[src/rtl/prod_accum_stage_if.sv]
// Bus between the multiplier-side producer and prod_accum_stage: product input, config,
// result handshake and status flags.
interface prod_accum_stage_if #(
  parameter int unsigned PROD_W = 36,
  parameter int unsigned ACC_W  = 48,
  parameter int unsigned LEN_W  = 8
) ();
  logic              prod_valid;
  logic [PROD_W-1:0] prod;
  logic [LEN_W-1:0]  cfg_len;
  logic [ACC_W-1:0]  out_data;
  logic              out_valid;
  logic              out_ready;
  logic              busy;
  logic              overrun;
  logic              out_sat;

  modport master (
    output prod_valid, prod, cfg_len, out_ready,
    input  out_data, out_valid, busy, overrun, out_sat
  );

  modport slave (
    input  prod_valid, prod, cfg_len, out_ready,
    output out_data, out_valid, busy, overrun, out_sat
  );
endinterface

[src/rtl/prod_accum_stage.sv]
// Frame accumulator for signed products with a one-deep valid/ready result register.
// Define ACC_SAT_EN for saturating adds and the out_sat flag; otherwise sums wrap.
module prod_accum_stage #(
  parameter int unsigned PROD_W = 36,
  parameter int unsigned ACC_W  = 48,
  parameter int unsigned LEN_W  = 8
) (
  input logic               clk,
  input logic               rst,
  prod_accum_stage_if.slave acc_bus
);

  logic signed [ACC_W-1:0] r_acc;
  logic [LEN_W-1:0]        r_cnt;
  logic [LEN_W-1:0]        r_len;
  logic [ACC_W-1:0]        r_out_data;
  logic                    r_out_valid;
  logic                    r_overrun;

  logic                    w_first;
  logic [LEN_W-1:0]        w_len_cfg;
  logic [LEN_W-1:0]        w_eff_len;
  logic                    w_last;
  logic signed [PROD_W-1:0] w_prod_s;
  logic signed [ACC_W-1:0] w_prod_sext;
  logic signed [ACC_W-1:0] w_base;
  logic signed [ACC_W-1:0] w_sum;

  always_comb begin
    w_first     = (r_cnt == '0);
    w_len_cfg   = (acc_bus.cfg_len == '0) ? LEN_W'(1) : acc_bus.cfg_len;
    w_eff_len   = w_first ? w_len_cfg : r_len;
    w_last      = acc_bus.prod_valid && (r_cnt == w_eff_len - LEN_W'(1));
    w_prod_s    = acc_bus.prod;
    w_prod_sext = ACC_W'(w_prod_s);
    // A new frame starts from zero rather than reusing the previous frame's sum.
    w_base      = w_first ? '0 : r_acc;
  end

`ifdef ACC_SAT_EN
  logic signed [ACC_W:0] w_wide;
  logic                  w_ovf;
  logic                  w_frame_sat;
  logic                  r_frame_sat;
  logic                  r_out_sat;

  always_comb begin
    w_wide = {w_base[ACC_W-1], w_base} + {w_prod_sext[ACC_W-1], w_prod_sext};
    w_ovf  = w_wide[ACC_W] ^ w_wide[ACC_W-1];
    if (w_ovf) begin
      w_sum = w_wide[ACC_W] ? {1'b1, {(ACC_W-1){1'b0}}} : {1'b0, {(ACC_W-1){1'b1}}};
    end else begin
      w_sum = w_wide[ACC_W-1:0];
    end
    w_frame_sat = (w_first ? 1'b0 : r_frame_sat) | w_ovf;
  end

  always_ff @(posedge clk) begin
    if (rst) begin
      r_frame_sat <= 1'b0;
      r_out_sat   <= 1'b0;
    end else begin
      if (acc_bus.prod_valid) r_frame_sat <= w_frame_sat;
      if (w_last && (!r_out_valid || acc_bus.out_ready)) r_out_sat <= w_frame_sat;
    end
  end

  assign acc_bus.out_sat = r_out_sat;
`else
  always_comb begin
    w_sum = w_base + w_prod_sext;
  end

  assign acc_bus.out_sat = 1'b0;
`endif

  always_ff @(posedge clk) begin
    if (rst) begin
      r_acc       <= '0;
      r_cnt       <= '0;
      r_len       <= '0;
      r_out_data  <= '0;
      r_out_valid <= 1'b0;
      r_overrun   <= 1'b0;
    end else begin
      if (acc_bus.prod_valid) begin
        r_acc <= w_sum;
        r_cnt <= w_last ? '0 : r_cnt + LEN_W'(1);
        if (w_first) r_len <= w_len_cfg;
      end
      // A held result is never overwritten unless it is consumed in the same cycle.
      if (w_last && (!r_out_valid || acc_bus.out_ready)) begin
        r_out_data  <= w_sum;
        r_out_valid <= 1'b1;
      end else if (w_last) begin
        r_overrun <= 1'b1;
      end else if (r_out_valid && acc_bus.out_ready) begin
        r_out_valid <= 1'b0;
      end
    end
  end

  assign acc_bus.out_data  = r_out_data;
  assign acc_bus.out_valid = r_out_valid;
  assign acc_bus.busy      = (r_cnt != '0);
  assign acc_bus.overrun   = r_overrun;

endmodule

[src/flat_wrapper.sv]
// flat-port wrapper written by rule: the top's interface ports become plain ports
module prod_accum_stage_flat 
#(
  parameter int unsigned PROD_W = 36,
  parameter int unsigned ACC_W  = 48,
  parameter int unsigned LEN_W  = 8
)
  (clk, rst, acc_bus_prod_valid, acc_bus_prod, acc_bus_cfg_len, acc_bus_out_ready, acc_bus_out_data, acc_bus_out_valid, acc_bus_busy, acc_bus_overrun, acc_bus_out_sat);
  prod_accum_stage_if #(.PROD_W(PROD_W), .ACC_W(ACC_W), .LEN_W(LEN_W)) acc_bus_i ();
  input logic clk;
  input logic rst;
  input wire logic [$bits(acc_bus_i.prod_valid)-1:0] acc_bus_prod_valid;
  input wire logic [$bits(acc_bus_i.prod)-1:0] acc_bus_prod;
  input wire logic [$bits(acc_bus_i.cfg_len)-1:0] acc_bus_cfg_len;
  input wire logic [$bits(acc_bus_i.out_ready)-1:0] acc_bus_out_ready;
  output wire logic [$bits(acc_bus_i.out_data)-1:0] acc_bus_out_data;
  output wire logic [$bits(acc_bus_i.out_valid)-1:0] acc_bus_out_valid;
  output wire logic [$bits(acc_bus_i.busy)-1:0] acc_bus_busy;
  output wire logic [$bits(acc_bus_i.overrun)-1:0] acc_bus_overrun;
  output wire logic [$bits(acc_bus_i.out_sat)-1:0] acc_bus_out_sat;
  assign acc_bus_i.prod_valid = acc_bus_prod_valid;
  assign acc_bus_i.prod = acc_bus_prod;
  assign acc_bus_i.cfg_len = acc_bus_cfg_len;
  assign acc_bus_i.out_ready = acc_bus_out_ready;
  assign acc_bus_out_data = acc_bus_i.out_data;
  assign acc_bus_out_valid = acc_bus_i.out_valid;
  assign acc_bus_busy = acc_bus_i.busy;
  assign acc_bus_overrun = acc_bus_i.overrun;
  assign acc_bus_out_sat = acc_bus_i.out_sat;
  prod_accum_stage #(.PROD_W(PROD_W), .ACC_W(ACC_W), .LEN_W(LEN_W)) u_core (.clk(clk), .rst(rst), .acc_bus(acc_bus_i));
endmodule
[config.mk]
export PLATFORM = sky130hd
export DESIGN_NAME = prod_accum_stage_flat
export DESIGN_NICKNAME = d
export VERILOG_FILES = /design/src/rtl/prod_accum_stage_if.sv /design/src/rtl/prod_accum_stage.sv /design/src/flat_wrapper.sv
export SDC_FILE = /design/constraint.sdc
export NUM_CORES = 1
export LEC_CHECK = 0
export BUFFER_PORTS_ARGS = -buffer_cell sky130_fd_sc_hd__buf_4
export CAP_MARGIN = 20
export CORE_AREA = 5 5 121 123
export CTS_BUF_LIST = sky130_fd_sc_hd__clkbuf_16
export CTS_CLUSTER_SIZE = 12
export DETAILED_ROUTE_END_ITERATION = 12
export DIE_AREA = 0 0 126 128
export PLACE_DENSITY = 0.83
export RECOVER_POWER = 25
export SETUP_SLACK_MARGIN = 0.3
export SLEW_MARGIN = 10
export SYNTH_ARGS = -nofsm -noshare
export SYNTH_HDL_FRONTEND = slang
export SYNTH_SLANG_ARGS = --single-unit
[constraint.sdc]
create_clock -name clk -period 6.05 [get_ports clk]
set_clock_uncertainty 0.2 [all_clocks]
set_input_delay 1.21 -clock clk [delete_from_list [all_inputs] [get_ports clk]]
set_output_delay 1.21 -clock clk [all_outputs]
set_load 0.005 [all_outputs]
==> summary.txt, run 1 <==
STA
  – Post-layout min period: 5280 ps
  – Highest Clock Rate: 0.189 GHz
  – Max-slew violation total from the final report: 0
  – Max-Slew Margin vs Limit: 0.394
  – Setup tns final: 0 ps
  – Transition at the pin with the smallest max-transition slack: 885 ps
  – Final-report setup violation count: 0
  – Share of the clock period used by the worst path: 0.873
  – Final Hold Vio Count: 0
  – Unrepaired setup endpoints after global routing: false
  – Final worst setup slack: 768 ps

Floorplanning
  – Starting Density: 0.566
  – Count of standard-cell rows: 43
  – Die footprint: 16100 µm²
  – CORE AREA: 13600 µm²
  – Boundary Pins: 100
  – Die Span X: 126 µm
  – Die extent in y: 128 µm

Placed design
  – Post-Place Worst Slack: 818 ps
  – Final HPWL DP: 14.2 mm
  – Number of buffer cells added on primary ports: 98
  – RePlAce Congestion: 0.925

Worst setup path
  – Highest fanout seen on the critical path: 28
  – Reg-to-reg endpoint: u_core.acc_bus.out_data[44]
  – Startpoint of the lowest-slack register-to-register path: u_core.r_cnt[0]
  – Kind of start point of the critical path: flop
  – Data required time of the worst path: 6210 ps
  – Crit end category: flop
  – Flop2flop setup slack: 770 ps
  – Arrival time at the worst endpoint: 5440 ps
  – Start-to-end type of the worst setup path: reg2reg
  – Worst Reg2Reg Path Length in Cells: 18

Synthesis
  – Most frequently used flop master after synthesis: dfxtp_1
  – Sequential cell area fraction in the yosys report: 0.297
  – Asr flop ratio synth: 0
  – Portion of synthesized cell area occupied by the leading cell type: 0.297
  – Biggest area consumer among synthesized cells: dfxtp_1
  – Post-synthesis cell area: 7680 µm²
  – Number of distinct standard cells referenced by the synthesized netlist: 64
  – Number of warnings reported in the yosys synthesis log: 0
  – Count of state elements after synthesis: 114
  – Top cells by area in the synthesized netlist: dfxtp_1 (30%), ha_1 (8.1%), a21oi_1 (7.0%)
  – Synth Net Count: 1100
  – EDFF count, synth: 0
  – Per-instance average area after synthesis: 7.67 µm²
  – Post-synthesis cell count: 1001

CTS
  – Clock tree root driver cell: clkbuf_16
  – Max clock buf depth: 2
  – Number of buffers inserted during clock tree synthesis: 17
  – CTS Sinks: 114
  – Number of H-tree levels: 4
  – Number of hold-repair buffers added at the cts stage: 0
  – Worst skew pair latency: 430 ps
  – Clock edge transition at the registers on the reported setup and hold paths: 50 ps
  – TritonCTS clock tree: yes

Hold path
  – Hold/Removal Path Class: reg2reg
  – Hold Crit Depth: 2
  – Worst Min Path Start: u_core.acc_bus.out_data[6]
  – Sink of the worst hold path: u_core.acc_bus.out_data[6]

Finish
  – Ant diodes: 0
  – Commonest non-fill, non-tap cells in the layout: nand2_1 (137), dfxtp_1 (114), a21oi_1 (108)
  – Share of layout cells above drive strength 1: 0.131
  – Nets@finish: 1167
  – Synth-to-layout area growth: 18.4%
  – Fillers: 1152
  – Most frequent standard cell in the layout excluding fill and tap cells: nand2_1

Drt
  – Detailed-route DRC error count: 0
  – Vias per cell: 6.00
  – Detailed-route wire length: 20.6 mm
  – Length of the first detailed-routing pass in iterations: 6
  – Via count of the routed design: 7557
  – Drt first-iter violations: 611
  – WL per Instance: 16.4 µm
  – ANT nets after route: 0

Global routing
  – GR Util All Layers: 0.251
  – Vias in the first global route: 7178
  – Pin count of the biggest net entering global routing: 77
  – Overflow left after global routing: 0
  – Global-route wire length before repair: 33.6 mm
  – Number of antenna violations at the first check in global routing: 0

Pwr
  – Power density of the placed cells: 256 nW/µm²
  – Cell leakage power: 3.89 nW
  – Peak supply drop: 312 µV
  – Overall power of the completed layout: 2.33 mW

Flow run
  – Reported max-cap violation count: 0

Outcome
  – Run status: finished, final reports clean
## area by class of cell
class | instances | area, µm² | area share
Inverter | 19 | 71.3 | 0.00784
Tap cell | 180 | 225 | 0.0248
Timing Repair Buffer | 105 | 801 | 0.0880
Clock buffer | 17 | 425 | 0.0468
Multi-Input combinational cell | 811 | 5090 | 0.560
Sequential cell | 114 | 2280 | 0.251
Clock inverter | 14 | 195 | 0.0215
## cells by family (layout without fill, tap and decap cells)
group	after synthesis	count (layout)	synth area share
xor+xnor	51	51	0.0582
other cells	1	1	0.000488
buf+inv	76	155	0.0406
mux	34	34	0.0443
simple gates	408	408	0.258
flops	114	114	0.297
compound gates	266	266	0.218
fa+ha+maj	51	51	0.0841
## cells in the mapped netlist, types with 4 or more instances
cell and instances:
o21bai_1 14, nand3_1 37, clkbuf_1 41, xnor2_1 33, dfxtp_1 114, o21a_1 12
nand2_1 137, nor2_1 88, and4_1 4, buf_2 8, or3_1 5, nor3b_1 5
nor4_1 7, nand2b_1 5, and3_1 10, a31oi_1 4, and2_1 49, or4_1 8
a21oi_1 108, o21ai_0 36, mux2i_1 34, a211oi_1 19, o211ai_1 6, o22ai_1 13
nor2b_1 7, buf_1 4, nor3_1 23, a21boi_0 4, inv_1 18, xor2_1 18
a21o_1 15, o311ai_0 5, ha_1 50, nand4_1 16
## state kept, by name, indices dropped and copies added, names as in the netlist
register,cells
u_core.acc_bus.out_valid,1
u_core.r_cnt,8
u_core.r_len,8
u_core.r_acc,48
u_core.acc_bus.out_data,48
u_core.acc_bus.overrun,1
## through the flow
stage               hold WS [ps]   util  cells  instance area, µm²
floorplan                    236      -   1001                7680
CTS                          255  0.671   1260                9090
global placement             243  0.625   1229                8470
detailed placement           248  0.625   1229                8470
finish                       252  0.671   1260                9090
global route                 270  0.671   1260                9090
## power breakdown
| group | total [mW] | internal (mW) | switching [mW] |
|---|---|---|---|
| logic | 0.442 | 0.177 | 0.265 |
| registers | 0.808 | 0.788 | 0.0199 |
| clock network | 1.08 | 0.718 | 0.360 |
| total | 2.33 | 1.68 | 0.644 |
## repair_timing
action,4_1_cts,5_1_grt
buffers inserted,0,0
setup endpoints to repair,0,1
gates resized for setup,0,1
## routing by layer
metal | GRT usage | share of wire
met3 | 0.0475 | 0.061
met5 | 0 | 0
met4 | 0.0965 | 0.020
met2 | 0.418 | 0.48
met1 | 0.324 | 0.44
## critical path: stages, from the launching register on
cell and delay, ps:
dfxtp_1 360, inv_1 100, ha_1 150, or4b_4 530, nor2_8 280, inv_2 230
and2_1 230, ha_1 200, fa_1 440, a211oi_1 310, o21a_1 210, o21ai_0 120
a221oi_1 310, buf_4 190, nor4_1 60, o31ai_1 400, a2111oi_0 270, or4_1 540
nand4_1 80
## worst max-delay path by stage
stage | start | end | slack (ps) | depth (start not counted)
6_report | u_core.r_cnt[0] | u_core.acc_bus.out_data[44] | 770 | 18
5_1_grt | u_core.r_cnt[0] | u_core.acc_bus.out_data[46] | 360 | 16
4_1_cts | u_core.r_cnt[0] | u_core.acc_bus.out_data[46] | 760 | 16
3_5_place_dp | u_core.r_cnt[0] | u_core.acc_bus.out_data[46] | 820 | 16
3_3_place_gp | u_core.r_cnt[0] | u_core.acc_bus.out_data[46] | 910 | 16
2_1_floorplan | u_core.r_cnt[0] | u_core.acc_bus.out_data[46] | 1180 | 18
(Power assumes the default switching activity.)
==> inputs of run 2 (changes only) <==
--- a/config.mk
+++ b/config.mk
@@ -5,7 +5,7 @@
 export SDC_FILE = /design/constraint.sdc
 export NUM_CORES = 1
 export LEC_CHECK = 0
-export BUFFER_PORTS_ARGS = -buffer_cell sky130_fd_sc_hd__buf_4
+export BUFFER_PORTS_ARGS = -buffer_cell sky130_fd_sc_hd__buf_2
 export CAP_MARGIN = 20
 export CORE_AREA = 5 5 121 123
 export CTS_BUF_LIST = sky130_fd_sc_hd__clkbuf_16
==> summary.txt, run 2 (synthesized netlist as in run 1, its figures left out) <==
STA
  – Unrepaired setup endpoints after global routing: false
  – Highest Clock Rate: 0.190 GHz
  – Max-Slew Margin vs Limit: -1.51
  – Post-layout min period: 5280 ps
  – Final-report setup violation count: 0
  – Setup tns final: 0 ps
  – Max-slew violation total from the final report: 69
  – Share of the clock period used by the worst path: 0.872
  – Transition at the pin with the smallest max-transition slack: 3770 ps
  – Final Hold Vio Count: 0

Floorplanning
  – Die Span X: 126 µm
  – Count of standard-cell rows: 43
  – Boundary Pins: 100
  – Die footprint: 16100 µm²
  – Starting Density: 0.566
  – Die extent in y: 128 µm
  – CORE AREA: 13600 µm²

Drt
  – WL per Instance: 16.0 µm
  – Via count of the routed design: 7547
  – Detailed-route DRC error count: 0
  – ANT nets after route: 0
  – Length of the first detailed-routing pass in iterations: 5
  – Detailed-route wire length: 20.1 mm
  – Vias per cell: 5.99
  – Drt first-iter violations: 788

Worst setup path
  – Highest fanout seen on the critical path: 30
  – Data required time of the worst path: 6210 ps
  – Start-to-end type of the worst setup path: reg2reg
  – Arrival time at the worst endpoint: 5430 ps
  – Flop2flop setup slack: 770 ps
  – Worst Reg2Reg Path Length in Cells: 18
  – Crit end category: flop
  – Reg-to-reg endpoint: u_core.acc_bus.out_data[44]
  – Startpoint of the lowest-slack register-to-register path: u_core.r_cnt[0]
  – Kind of start point of the critical path: flop

Placed design
  – RePlAce Congestion: 0.935
  – Area after DPL: 8220 µm²
  – Number of buffer cells added on primary ports: 98
  – Final HPWL DP: 14.2 mm

Outcome
  – Run status: finished with violations
  – Violations in the final reports: capacitance limit, slew limit

CTS
  – Number of H-tree levels: 4
  – Number of buffers inserted during clock tree synthesis: 17
  – Clock tree root driver cell: clkbuf_16
  – TritonCTS clock tree: yes
  – CTS Sinks: 114
  – Clock edge transition at the registers on the reported setup and hold paths: 50 ps
  – Worst skew pair latency: 420 ps
  – Max clock buf depth: 2
  – Number of hold-repair buffers added at the cts stage: 0

Global routing
  – Pin count of the biggest net entering global routing: 69
  – Overflow left after global routing: 0
  – Vias in the first global route: 7017
  – Global-route wire length before repair: 33.3 mm
  – GR Util All Layers: 0.248
  – Number of antenna violations at the first check in global routing: 0

Finish
  – Fillers: 1220
  – Sequential cell area: 2280 µm²
  – Post-route cell area: 8770 µm²
  – Nets@finish: 1166
  – Most frequent standard cell in the layout excluding fill and tap cells: nand2_1
  – Multi-input gate area in the final layout: 5090 µm²
  – Ant diodes: 0
  – Share of layout cells above drive strength 1: 0.111
  – Synth-to-layout area growth: 14.2%
  – Commonest non-fill, non-tap cells in the layout: nand2_1 (137), dfxtp_1 (114), a21oi_1 (108)

Hold path
  – Sink of the worst hold path: u_core.acc_bus.out_data[12]
  – Hold Crit Depth: 2
  – Hold/Removal Path Class: reg2reg
  – Worst Min Path Start: u_core.acc_bus.out_data[12]

Flow run
  – Reported max-cap violation count: 1

Pwr
  – Cell leakage power: 3.76 nW
  – Peak supply drop: 258 µV
  – Power density of the placed cells: 254 nW/µm²
[run 2: how the worst max path moves through the flow]
stage | from | endpoint | slack [ps] | depth (start not counted)
6_report | u_core.r_cnt[0] | u_core.acc_bus.out_data[44] | 770 | 18
5_1_grt | u_core.r_cnt[0] | u_core.acc_bus.out_data[44] | 370 | 18
4_1_cts | u_core.r_cnt[0] | u_core.acc_bus.out_data[46] | 710 | 16
3_5_place_dp | u_core.r_cnt[0] | u_core.acc_bus.out_data[46] | 740 | 16
3_3_place_gp | u_core.r_cnt[0] | u_core.acc_bus.out_data[46] | 840 | 16
2_1_floorplan | u_core.r_cnt[0] | u_core.acc_bus.out_data[46] | 1180 | 18
[run 2: power breakdown]
part	internal, mW	switching, mW	leakage [nW]
registers	0.788	0.0187	0.930
logic	0.170	0.263	2.55
clock network	0.634	0.353	0.281
total	1.59	0.634	3.76
[run 2: worst max-delay path, cell delays in order (launching register included)]
cell       delay, ps
dfxtp_1          350
inv_1             90
ha_1             160
or4b_4           530
nor2_8           270
inv_2            240
and2_1           230
ha_1             210
fa_1             430
a211oi_1         300
o21a_1           220
o21ai_0          130
a221oi_1         300
buf_4            190
nor4_1            60
o31ai_1          380
a2111oi_0        270
or4_1            550
nand4_1           80
[run 2: final cells by class]
class	instances	share of cell area
clock buffer	17	0.0485
clock inverter	15	0.0171
inverter	19	0.00813
multi-input combinational	811	0.581
sequential	114	0.260
tap	180	0.0257
timing repair buffer	104	0.0596
[run 2: repair_timing]
| item | CTS | global route |
|---|---|---|
| buffers inserted | 0 | 0 |
| setup endpoints to repair | 0 | 2 |
| resized for setup | 0 | 2 |
| endpoints found under the hold margin | 0 | 0 |
[run 2: metrics by stage]
step	hold WS (ps)	util	worst slack, ps	cells	total power, mW
floorplan	236	-	1180	1001	1.14
global placement	242	0.606	835	1228	1.23
detailed placement	245	0.606	735	1228	1.24
CTS	252	0.649	707	1260	2.22
global route	268	0.647	372	1260	2.32
finish	251	0.647	775	1260	2.23
[run 2: metal layers]
metal	global-route usage	wire [µm]	part of all wire
met1	0.323	8960	0.45
met2	0.407	9370	0.47
met3	0.0488	1250	0.062
met4	0.101	545	0.027
met5	0	0	0
==> inputs of run 3 (changes only) <==
--- a/config.mk
+++ b/config.mk
@@ -5,7 +5,7 @@
 export SDC_FILE = /design/constraint.sdc
 export NUM_CORES = 1
 export LEC_CHECK = 0
-export BUFFER_PORTS_ARGS = -buffer_cell sky130_fd_sc_hd__buf_2
+export BUFFER_PORTS_ARGS = -buffer_cell sky130_fd_sc_hd__clkbuf_2
 export CAP_MARGIN = 20
 export CORE_AREA = 5 5 121 123
 export CTS_BUF_LIST = sky130_fd_sc_hd__clkbuf_16
==> summary.txt, run 3 (synthesized netlist as in run 1, its figures left out) <==
Outcome
  – Run status: finished, final reports clean

Drt
  – Via count of the routed design: 7573
  – Met1 Routed Length: 9.06 mm
  – Highest layer used for signal routing: met4
  – Routed length on met2: 9.48 mm
  – ANT nets after route: 0
  – Length of routed met3 wiring: 1.32 mm
  – WL per Instance: 16.1 µm
  – Detailed-route DRC error count: 0
  – Detailed-route wire length: 20.3 mm
  – Drt first-iter violations: 641
  – Vias per cell: 6.00
  – Length of the first detailed-routing pass in iterations: 5

CTS
  – Number of buffers inserted during clock tree synthesis: 17
  – CTS Sinks: 114
  – TritonCTS clock tree: yes
  – Number of H-tree levels: 4
  – Clock edge transition at the registers on the reported setup and hold paths: 50 ps
  – Clock tree root driver cell: clkbuf_16
  – Number of hold-repair buffers added at the cts stage: 0
  – Worst skew pair latency: 420 ps
  – Setup Buffers After CTS: 0
  – Post-CTS Resized: 0
  – Max clock buf depth: 2

Finish
  – Sequential cell area: 2280 µm²
  – Synth-to-layout area growth: 14.4%
  – Most frequent standard cell in the layout excluding fill and tap cells: nand2_1
  – Share of layout cells above drive strength 1: 0.107
  – Nets@finish: 1168
  – Fillers: 1180
  – Ant diodes: 0
  – Multi-input gate area in the final layout: 5090 µm²
  – Commonest non-fill, non-tap cells in the layout: nand2_1 (137), dfxtp_1 (114), a21oi_1 (108)

STA
  – Worst-case hold slack: 253 ps
  – Max-Slew Margin vs Limit: 0.353
  – Setup tns final: 0 ps
  – Post-layout min period: 5400 ps
  – Share of the clock period used by the worst path: 0.892
  – Transition at the pin with the smallest max-transition slack: 957 ps
  – Unrepaired setup endpoints after global routing: false
  – Final-report setup violation count: 0
  – Highest Clock Rate: 0.185 GHz
  – Max-slew violation total from the final report: 0
  – Final Hold Vio Count: 0

Placed design
  – RePlAce Congestion: 0.932
  – Final HPWL DP: 14.3 mm
  – Number of buffer cells added on primary ports: 98

Hold path
  – Hold Crit Depth: 2
  – Worst Min Path Start: u_core.acc_bus.out_data[11]
  – Hold/Removal Path Class: reg2reg
  – Sink of the worst hold path: u_core.acc_bus.out_data[11]

Worst setup path
  – Worst Reg2Reg Path Length in Cells: 16
  – Highest fanout seen on the critical path: 30
  – Crit end category: flop
  – Data required time of the worst path: 6220 ps
  – Start-to-end type of the worst setup path: reg2reg
  – Arrival time at the worst endpoint: 5560 ps
  – Startpoint of the lowest-slack register-to-register path: u_core.r_cnt[0]
  – Kind of start point of the critical path: flop
  – Reg-to-reg endpoint: u_core.acc_bus.out_data[46]
  – Flop2flop setup slack: 650 ps

Global routing
  – Overflow left after global routing: 0
  – Pin count of the biggest net entering global routing: 69
  – Vias in the first global route: 7035
  – Number of antenna violations at the first check in global routing: 0
  – GR Util All Layers: 0.249
  – Global-route wire length before repair: 33.4 mm

Floorplanning
  – Count of standard-cell rows: 43
  – Die extent in y: 128 µm
  – Die Span X: 126 µm
  – Starting Density: 0.566
  – Boundary Pins: 100
  – CORE AREA: 13600 µm²
  – Die footprint: 16100 µm²

Flow run
  – Reported max-cap violation count: 0

Pwr
  – Peak supply drop: 189 µV
  – Power density of the placed cells: 253 nW/µm²
  – Cell leakage power: 3.75 nW
## run 3: cell types whose count changed in the layout (fill, tap and decap cells not counted), moves of 2 or more
cell,previous run,this run
clkinv_1,4,6
clkbuf_1,20,25
clkbuf_2,0,72
inv_1,20,18
buf_2,78,0
buf_4,5,7
## run 3: metal layers
metal / global-route usage / vias to the layer above
met1: 0.321 / 3506
met3: 0.0558 / 48
li1: - / 3724
met5: 0 / -
met2: 0.409 / 295
met4: 0.0890 / 0
## run 3: how the worst max path moves through the flow
stage,startpoint,endpoint,slack [ps],cells after the start
after floorplan,u_core.r_cnt[0],u_core.acc_bus.out_data[46],1180,18
after global placement,u_core.r_cnt[0],u_core.acc_bus.out_data[46],850,16
after detailed placement,u_core.r_cnt[0],u_core.acc_bus.out_data[46],740,16
after CTS,u_core.r_cnt[0],u_core.acc_bus.out_data[46],710,16
after global routing,u_core.r_cnt[0],u_core.acc_bus.out_data[46],300,16
final,u_core.r_cnt[0],u_core.acc_bus.out_data[46],650,16
## run 3: metrics by stage
stage / worst slack [ps] / instance area [µm²] / util / instances / power, mW
3_5_place_dp: 741 / 8230 / 0.607 / 1229 / 1.24
3_3_place_gp: 849 / 8230 / 0.607 / 1229 / 1.23
4_1_cts: 707 / 8800 / 0.649 / 1261 / 2.22
5_1_grt: 301 / 8780 / 0.648 / 1262 / 2.32
6_report: 652 / 8780 / 0.648 / 1262 / 2.22
2_1_floorplan: 1180 / 7680 / - / 1001 / 1.14
## run 3: critical path: stages, from the launching register on
cell and delay [ps]:
dfxtp_1 360, inv_1 100, ha_1 160, or4b_4 530, nor2_8 270, inv_2 240
and2_1 230, ha_1 360, o21ai_0 130, o21a_1 200, or4_1 530, a2111oi_0 580
o2111ai_1 200, a21boi_0 410, o21ai_0 240, or4_1 500, nand3_1 90
## run 3: area by class of cell
type                       count  share of cell area
multi-input combinational    811               0.580
sequential                   114               0.260
timing repair buffer         106              0.0614
clock buffer                  17              0.0484
tap                          180              0.0256
clock inverter                15              0.0168
inverter                      19             0.00812
## run 3: power by group
part	switching [mW]	total [mW]	internal [mW]	leakage [nW]
combinational	0.266	0.433	0.167	2.54
sequential	0.0193	0.807	0.788	0.930
clock	0.349	0.982	0.633	0.277
total	0.634	2.22	1.59	3.75
